[src/rtl/trigger_sequencer.sv]
// Programmable trigger sequencer: after ARM, an event launches a train of
// pulses with configurable delay, width, count and gap on trigger_out.
module trigger_sequencer #(
  parameter logic [7:0] CMD_BASE = 8'h10,
  parameter int         DELAY_W  = 32
) (
  input  logic        clkin,
  input  logic        reset,
  input  logic [7:0]  reg_cmd,
  input  logic [15:0] reg_bytecount,
  input  logic [7:0]  reg_data_in,
  input  logic        reg_write,
  input  logic        reg_read,
  output logic [7:0]  data_read,
  input  logic        event_in,
  output logic        trigger_out,
  output logic        armed,
  output logic        busy,
  output logic        done,
  output logic [2:0]  o_dbg_state
);

  localparam int         DELAY_BYTES = DELAY_W / 8;
  localparam logic [7:0] A_CTRL  = CMD_BASE;
  localparam logic [7:0] A_DELAY = CMD_BASE + 8'd1;
  localparam logic [7:0] A_WIDTH = CMD_BASE + 8'd2;
  localparam logic [7:0] A_COUNT = CMD_BASE + 8'd3;
  localparam logic [7:0] A_GAP   = CMD_BASE + 8'd4;

  typedef enum logic [2:0] {
    S_IDLE  = 3'd0,
    S_ARMED = 3'd1,
    S_DELAY = 3'd2,
    S_PULSE = 3'd3,
    S_GAP   = 3'd4
  } state_t;

  // Live configuration registers
  logic [DELAY_W-1:0] r_delay;
  logic [15:0]        r_width;
  logic [7:0]         r_count;
  logic [15:0]        r_gap;

  // Sequence state and shadow copies
  state_t             r_state, w_state_nxt;
  logic [DELAY_W-1:0] r_dly_cnt, w_dly_cnt_nxt;
  logic [15:0]        r_tmr, w_tmr_nxt;
  logic [7:0]         r_pulses, w_pulses_nxt;
  logic [15:0]        r_sh_width, w_sh_width_nxt;
  logic [15:0]        r_sh_gap, w_sh_gap_nxt;
  logic               r_trig, w_trig_nxt;
  logic               r_armed, w_armed_nxt;
  logic               r_busy, w_busy_nxt;
  logic               r_done, w_done_nxt;

  logic        w_wr_ctrl;
  logic        w_arm;
  logic        w_abort;
  logic [15:0] w_width_eff;
  logic [15:0] w_gap_eff;
  logic [7:0]  w_count_eff;
  logic [31:0] w_delay_pad;
  logic        w_unused_read;

  assign w_wr_ctrl   = reg_write && (reg_cmd == A_CTRL) && (reg_bytecount == 16'd0);
  assign w_arm       = w_wr_ctrl && reg_data_in[0];
  assign w_abort     = w_wr_ctrl && reg_data_in[1];
  assign w_width_eff = (r_width == 16'd0) ? 16'd1 : r_width;
  assign w_gap_eff   = (r_gap == 16'd0) ? 16'd1 : r_gap;
  assign w_count_eff = (r_count == 8'd0) ? 8'd1 : r_count;
  assign w_delay_pad = 32'(r_delay);
  // Reads have no side effects, so the strobe is not needed.
  assign w_unused_read = reg_read;

  always_ff @(posedge clkin) begin
    if (reset) begin
      r_delay <= '0;
      r_width <= 16'd1;
      r_count <= 8'd1;
      r_gap   <= 16'd0;
    end else if (reg_write) begin
      case (reg_cmd)
        A_DELAY: begin
          for (int b = 0; b < DELAY_BYTES; b++) begin
            if (reg_bytecount == 16'(b)) r_delay[8*b +: 8] <= reg_data_in;
          end
        end
        A_WIDTH: begin
          if (reg_bytecount == 16'd0)      r_width[7:0]  <= reg_data_in;
          else if (reg_bytecount == 16'd1) r_width[15:8] <= reg_data_in;
        end
        A_COUNT: begin
          if (reg_bytecount == 16'd0) r_count <= reg_data_in;
        end
        A_GAP: begin
          if (reg_bytecount == 16'd0)      r_gap[7:0]  <= reg_data_in;
          else if (reg_bytecount == 16'd1) r_gap[15:8] <= reg_data_in;
        end
        default: ;
      endcase
    end
  end

  always_comb begin
    data_read = 8'h00;
    case (reg_cmd)
      A_CTRL: begin
        if (reg_bytecount == 16'd0) data_read = {5'b0, r_done, r_busy, r_armed};
      end
      A_DELAY: begin
        if (reg_bytecount < 16'(DELAY_BYTES)) data_read = w_delay_pad[8*reg_bytecount[1:0] +: 8];
      end
      A_WIDTH: begin
        if (reg_bytecount == 16'd0)      data_read = r_width[7:0];
        else if (reg_bytecount == 16'd1) data_read = r_width[15:8];
      end
      A_COUNT: begin
        if (reg_bytecount == 16'd0) data_read = r_count;
      end
      A_GAP: begin
        if (reg_bytecount == 16'd0)      data_read = r_gap[7:0];
        else if (reg_bytecount == 16'd1) data_read = r_gap[15:8];
      end
      default: data_read = 8'h00;
    endcase
  end

  always_ff @(posedge clkin) begin
    if (reset) begin
      r_state    <= S_IDLE;
      r_dly_cnt  <= '0;
      r_tmr      <= 16'd0;
      r_pulses   <= 8'd0;
      r_sh_width <= 16'd1;
      r_sh_gap   <= 16'd1;
      r_trig     <= 1'b0;
      r_armed    <= 1'b0;
      r_busy     <= 1'b0;
      r_done     <= 1'b0;
    end else begin
      r_state    <= w_state_nxt;
      r_dly_cnt  <= w_dly_cnt_nxt;
      r_tmr      <= w_tmr_nxt;
      r_pulses   <= w_pulses_nxt;
      r_sh_width <= w_sh_width_nxt;
      r_sh_gap   <= w_sh_gap_nxt;
      r_trig     <= w_trig_nxt;
      r_armed    <= w_armed_nxt;
      r_busy     <= w_busy_nxt;
      r_done     <= w_done_nxt;
    end
  end

  // Counters hold "cycles remaining after this one", so a zero count means
  // the current cycle is the last in that phase.
  always_comb begin
    w_state_nxt    = r_state;
    w_dly_cnt_nxt  = r_dly_cnt;
    w_tmr_nxt      = r_tmr;
    w_pulses_nxt   = r_pulses;
    w_sh_width_nxt = r_sh_width;
    w_sh_gap_nxt   = r_sh_gap;
    w_trig_nxt     = r_trig;
    w_armed_nxt    = r_armed;
    w_busy_nxt     = r_busy;
    w_done_nxt     = r_done;

    case (r_state)
      S_IDLE: begin
        if (w_arm) begin
          w_state_nxt = S_ARMED;
          w_armed_nxt = 1'b1;
          w_done_nxt  = 1'b0;
        end
      end
      S_ARMED: begin
        if (event_in) begin
          w_sh_width_nxt = w_width_eff;
          w_sh_gap_nxt   = w_gap_eff;
          w_pulses_nxt   = w_count_eff;
          w_armed_nxt    = 1'b0;
          w_busy_nxt     = 1'b1;
          if (r_delay == '0) begin
            // Zero delay skips the DELAY phase so the pulse starts at e+1.
            w_state_nxt = S_PULSE;
            w_tmr_nxt   = w_width_eff - 16'd1;
            w_trig_nxt  = 1'b1;
          end else begin
            w_state_nxt   = S_DELAY;
            w_dly_cnt_nxt = r_delay - DELAY_W'(1);
          end
        end
      end
      S_DELAY: begin
        if (r_dly_cnt == '0) begin
          w_state_nxt = S_PULSE;
          w_tmr_nxt   = r_sh_width - 16'd1;
          w_trig_nxt  = 1'b1;
        end else begin
          w_dly_cnt_nxt = r_dly_cnt - DELAY_W'(1);
        end
      end
      S_PULSE: begin
        if (r_tmr == 16'd0) begin
          w_trig_nxt   = 1'b0;
          w_pulses_nxt = r_pulses - 8'd1;
          if (r_pulses <= 8'd1) begin
            w_state_nxt = S_IDLE;
            w_busy_nxt  = 1'b0;
            w_done_nxt  = 1'b1;
          end else begin
            w_state_nxt = S_GAP;
            w_tmr_nxt   = r_sh_gap - 16'd1;
          end
        end else begin
          w_tmr_nxt = r_tmr - 16'd1;
        end
      end
      S_GAP: begin
        if (r_tmr == 16'd0) begin
          w_state_nxt = S_PULSE;
          w_tmr_nxt   = r_sh_width - 16'd1;
          w_trig_nxt  = 1'b1;
        end else begin
          w_tmr_nxt = r_tmr - 16'd1;
        end
      end
      default: w_state_nxt = S_IDLE;
    endcase

    // Abort overrides everything, including an ARM in the same byte.
    if (w_abort) begin
      w_state_nxt = S_IDLE;
      w_trig_nxt  = 1'b0;
      w_armed_nxt = 1'b0;
      w_busy_nxt  = 1'b0;
      w_done_nxt  = 1'b0;
    end
  end

  assign trigger_out = r_trig;
  assign armed       = r_armed;
  assign busy        = r_busy;
  assign done        = r_done;
  assign o_dbg_state = r_state;

endmodule

[config.mk]
export PLATFORM = sky130hd
export DESIGN_NAME = trigger_sequencer
export DESIGN_NICKNAME = d
export VERILOG_FILES = /design/src/rtl/trigger_sequencer.sv
export SDC_FILE = /design/constraint.sdc
export NUM_CORES = 1
export LEC_CHECK = 0
export ABC_CLOCK_PERIOD_IN_PS = 8189
export CORE_MARGIN = 2
export CORE_UTILIZATION = 58
export DETAILED_ROUTE_END_ITERATION = 12
export GPL_TIMING_DRIVEN = 0
export PLACE_DENSITY = 0.79
export SLEW_MARGIN = 30
export SYNTH_ARGS = -nofsm -noshare
export SYNTH_HDL_FRONTEND = slang
export SYNTH_SLANG_ARGS = --single-unit
[constraint.sdc]
create_clock -name clkin -period 8.19 [get_ports clkin]
set_clock_uncertainty 0.2 [all_clocks]
set_input_delay 0.819 -clock clkin [delete_from_list [all_inputs] [get_ports clkin]]
set_output_delay 0.819 -clock clkin [all_outputs]
set_load 0.02 [all_outputs]
## Yosys cells after proc, flatten, opt, wreduce, memory -nomap -nowiden

Cells that the tools add are included.

| word-level totals | value |
|---|---|
| flip-flop bits (word level) | 167 |

| operators by class | value |
|---|---|
| multiplexer cells | 50 |
| reductions and logical operators | 36 |
| eq/ne operators | 22 |
| order comparisons | 2 |
| bitwise logic cells | 1 |
| $add $sub $neg | 7 |
| shift-type cells | 1 |

Operator list:

| operator | count |
|---|---|
| 16-bit two-way mux | 8 |
| 32-bit two-way mux | 3 |
| 8-bit two-way mux | 9 |
| 16-bit logical NOT | 4 |
| 32-bit logical NOT | 2 |
| 16-bit one-hot mux with 4 select lines | 1 |
| 32-bit one-hot mux with 2 select lines | 1 |
| 16-bit by 1-bit subtractor with 16-bit output (second input constant) | 4 |
| 32-bit by 1-bit subtractor with 32-bit output (second input constant) | 2 |
| 8-bit by 5-bit equality test with 1-bit output (second input constant) | 5 |
| 8-bit one-hot mux with 5 select lines | 1 |
| 16-bit by 2-bit equality test with 1-bit output (second input constant) | 2 |
| 32-bit by 6-bit variable part select with 8-bit output | 1 |
| 3-bit AND reduction | 9 |
| 3-bit two-way mux | 7 |
| 4-bit AND reduction | 5 |
| 2-bit != test (second input constant) | 9 |
| 16-bit by 1-bit equality test with 1-bit output (second input constant) | 1 |
| 16-bit by 3-bit less-than comparator with 1-bit output (second input constant) | 1 |
| 8-bit one-hot mux with 2 select lines | 1 |
| 3-bit one-hot mux with 5 select lines | 1 |
| 1-bit two-way mux | 14 |
| 5-bit AND reduction | 2 |
| 8-bit by 1-bit less-or-equal comparator with 1-bit output (second input constant) | 1 |
| other kinds (16) | 25 |

## Depth between registers and ports, before layout

| depth | value |
|---|---|
| depth in word-level cells | 6 |
| mapped depth | 14 |

## Worst setup path before layout

Ideal clock, no wire load.

| timing | value |
|---|---|
| kind | register to register |
| start | register r_state[1], in the netlist o_dbg_state[1] |
| end | register r_dly_cnt[18] |
| cell stages (with the launch flop) | 15 |
| buffers on the path | 5 |
| clock period less this slack | 4753 ps |
| data arrival time | 4478 ps |
| slack | 3437 ps |
| required time | 7916 ps |
| cell sequence | dfxtp_1 -> clkbuf_1 -> nor3b_1 -> clkbuf_1 -> clkbuf_1 -> clkbuf_1 -> buf_1 -> mux2i_1 -> ha_1 -> or4b_2 -> nor4_1 -> a41o_1 -> nand3_1 -> or4_1 -> a31oi_1 |

| on the way | value |
|---|---|
| longest elaborated chain between the ends | 3 |
| elaborated cells between the ends (all ways) | 8 |

Ends and longest elaborated chain:

| what | RTL line | RTL |
|---|---|---|
| from (decl) | 45 | `state_t r_state, w_state_nxt;` |
| from (signal assigned) | 141 | `r_state <= w_state_nxt;` |
| 3-bit by 2-bit equality test with 1-bit output or 3-bit by 1-bit equality test with 1-bit output (tied branches) | 168 | `case (r_state)` |
| 2-bit != test (no line) or 2-bit nonzero test (tied branches) | n/a |  |
| 4-bit AND reduction (no line) | n/a |  |
| to (signal assigned) | 142 | `r_dly_cnt <= w_dly_cnt_nxt;` |
| to (decl) | 46 | `logic [DELAY_W-1:0] r_dly_cnt, w_dly_cnt_nxt;` |

Parallel ways exist; a longest one is shown, timed or not.
A chain may end at the register's enable or synchronous reset.

## Worst setup path after layout

Ends and elaborated chain as after synthesis.

==> results.yml <==
floorplanning:
  placementRows: 49
  io_pins: 52
  fp.coreArea_mm2: 0.0178
  dieHeight_um: 139
  fp.dieW_um: 139
  start_util_pct: 58.9
  die-area_mm2: 0.0192
power_and_ir_drop:
  p_leak_nw: 4.19
  clkPwrFrac_pct: 43.1
  p_sw_mw: 0.572
  power_density_mw_per_mm2: 162
  p_sw_share_pct: 29.9
  ir_worst_vdd_uv: 155
  combPwrFrac_pct: 11.5
  p_int_mw: 1.34
  seqPwrFrac_pct: 45.4
drt:
  antenna_left: 0
  first_pass_iters: 6
  drt_iter0_markers: 1587
  drt_wl_total_mm: 41.3
  vias: 11615
  viasPerCell: 7.01
  wl_per_cell_um: 24.9
  drc: 0
job:
  max-cap-violations: 0
sta:
  slew_violations: 0
  finalSetupTns_ns: 0
  post-route-period-util_pct: 80.7
  setup_violations: 0
  fmax_mhz: 151
  period_needed_ns: 6.61
  finalHoldViolCount: 0
  worst_slack_ns: 1.58
  rsz0062_at_grt: "false"
  whs_ns: 0.260
  relSlewSlack_pct: 29.0
  worst_pin_slew_ns: 1.07
min_path:
  hp-class: "flip-flop to flip-flop"
  min-delay-start: "trigger_out"
  worstHoldPathCells: 2
  min_to: "trigger_out"
critical_path:
  endpoint_kind: "flip-flop"
  timing.rr.end: "r_dly_cnt[18]"
  crit_buf_inv: 5
  critical_path.cell_chain: "clkbuf_1 > nor3b_1 > clkbuf_1 > clkbuf_1 > clkbuf_1 > buf_1 > mux2i_1 > ha_1 > or4b_2 > nor4_1 > a41o_1 > nand3_1 > or4_1 > a31oi_1"
  crit_top_cell: "clkbuf_1"
  critPathLaunchType: "flip-flop"
  reg2reg_depth: 14
  worstSetupPathType: "flip-flop to flip-flop"
  crit_family: "buffers and inverters"
  r2r-start: "o_dbg_state[1]"
  critPathMaxFanout: 10
  r2r_setup_slack_ns: 1.58
  arrival_ns: 6.77
  cp_slowest_stage_delay_ns: 0.71
  crit_required_ns: 8.35
  cp_slowest_cell: "buf_1"
logic_synthesis:
  syn_area_per_cell_um2: 7.75
  netlist_instances: 1357
  synth_nets: 1401
  synth-seq-cells: 167
  synth_cell_types: 81
  async_reset_ff_share_pct: 0
  ys_warn_count: 0
  syn_area_mm2: 0.0105
  synth-main-ff-cell: "dfxtp_1"
  synth_edf_count: 0
  yosysSeqAreaShare_pct: 31.8
clock_network:
  cts_made_buffers: 17
  postCtsSetupBuffers: 0
  clk_latency_ns: 0.44
  cts_tree: "yes"
  cts-resized-gates: 0
  cts_buffer_depth: 2
  cts-hold-fix-buffers: 0
  cts.sinks: 167
  clkTransAtPathRegs_ns: 0.07
  cts-root-buf: "clkbuf_16"
  htreeDepth: 4
placed_design:
  place_congestion: 0.992
  pre_cts_ws_ns: 1.79
  hpwl_mm: 29.9
  port_buffers: 39
final_layout:
  nNetsFinal: 1459
  syn_to_final_growth_pct: 12.3
  drive_gt1_share_pct: 6.23
  layout_common_cells: "dfxtp_1 (167), nand2_1 (164), nor2_1 (156)"
  multiInputGateArea_mm2: 0.00667
  antenna_cells: 0
  seq_area_mm2: 0.00334
  fillerInstances: 1590
  layout_commonest_cell: "dfxtp_1"
grt:
  track_usage_pct: 42.1
  grt_pass1_wl_mm: 63.0
  antenna_found_initial: 0
  grt_pass1_vias: 10659
  grt_max_degree: 19
  grt_overflow: 0
outcome:
  outcome: "finished clean"
worst max path at each step:
| stage | from | to | slack [ns] | cells past startpoint |
|---|---|---|---|---|
| CTS | o_dbg_state[1] | r_dly_cnt[18] | 1.75 | 14 |
| global placement | o_dbg_state[1] | r_dly_cnt[18] | 1.81 | 14 |
| global route | o_dbg_state[1] | r_dly_cnt[18] | 1.28 | 14 |
| detailed placement | o_dbg_state[1] | r_dly_cnt[18] | 1.79 | 14 |
| floorplan | o_dbg_state[1] | r_dly_cnt[18] | 3.44 | 14 |
| finish | o_dbg_state[1] | r_dly_cnt[18] | 1.58 | 14 |
power by group through the flow:
stage / Clock [mW] / Combinational (mW) / Sequential [mW]
global placement: 0 / 0.208 / 0.883
CTS: 0.820 / 0.214 / 0.865
finish: 0.823 / 0.220 / 0.867
detailed placement: 0 / 0.212 / 0.884
global route: 0.852 / 0.239 / 0.870
floorplan: 0 / 0.151 / 0.875
Yosys cell counts (all sizes together), types with 13 or more instances:
cell type,n,area [µm²]
nor3,46,235
dfxtp,167,3340
or4,31,244
and3,13,81.3
nand3,35,175
a21oi,102,510
nor4,49,313
nand2,164,616
xnor2,21,184
inv,23,86.3
buf,15,82.6
mux2i,73,731
a222oi,14,140
o21ai,51,259
xor2,16,140
a211oi,16,120
clkbuf,94,353
a31oi,22,138
nor2,156,586
metrics by stage:
stage / instance area, µm² / instances / utilization, % / total power, mW
floorplan: 10500 / 1357 / - / 1.03
global placement: 11200 / 1625 / 62.7 / 1.09
detailed placement: 11200 / 1625 / 62.9 / 1.10
CTS: 11800 / 1657 / 66.2 / 1.90
global route: 11800 / 1657 / 66.2 / 1.96
finish: 11800 / 1657 / 66.2 / 1.91
tightest hold or removal path, cell delays in order (launching register included):
cell,delay [ns]
dfxtp_1,0.31
nand2_1,0.05
a21oi_1,0.05
logic make-up (layout without fill, tap and decap cells):
group	Yosys count	in the layout	share of synthesized area [%]
buf+inv	132	203	4.96
mux	88	88	9.45
fa+ha+maj	7	7	0.833
simple gates	590	590	28.2
xor+xnor	37	37	3.08
flops	167	167	31.8
compound gates	336	336	21.7
per-layer routing:
layer / global-route usage, % / part of all wire (%) / vias up
li1: - / - / 5185
met3: 8.32 / 11 / 173
met1: 53.1 / 37 / 5428
met2: 67.8 / 45 / 829
met5: 0 / 0 / -
met4: 24.1 / 6.9 / 0
layout make-up:
type                            count  share of cell area (%)
Buffer                            109                    3.69
Sequential cell                   167                    28.3
Inverter                           23                   0.731
Clock buffer                       18                    3.72
Clock inverter                     14                    1.31
Tap cell                          229                    2.43
Multi-Input combinational cell   1058                    56.5
Timing Repair Buffer               39                    3.31
flip-flops by register name (all words and copies together) (netlist names), 16 cells and up:
register	cells
r_tmr	16
r_sh_gap	16
r_width	16
r_delay	32
r_sh_width	16
r_dly_cnt	32
r_gap	16
(Power assumes the default switching activity.)
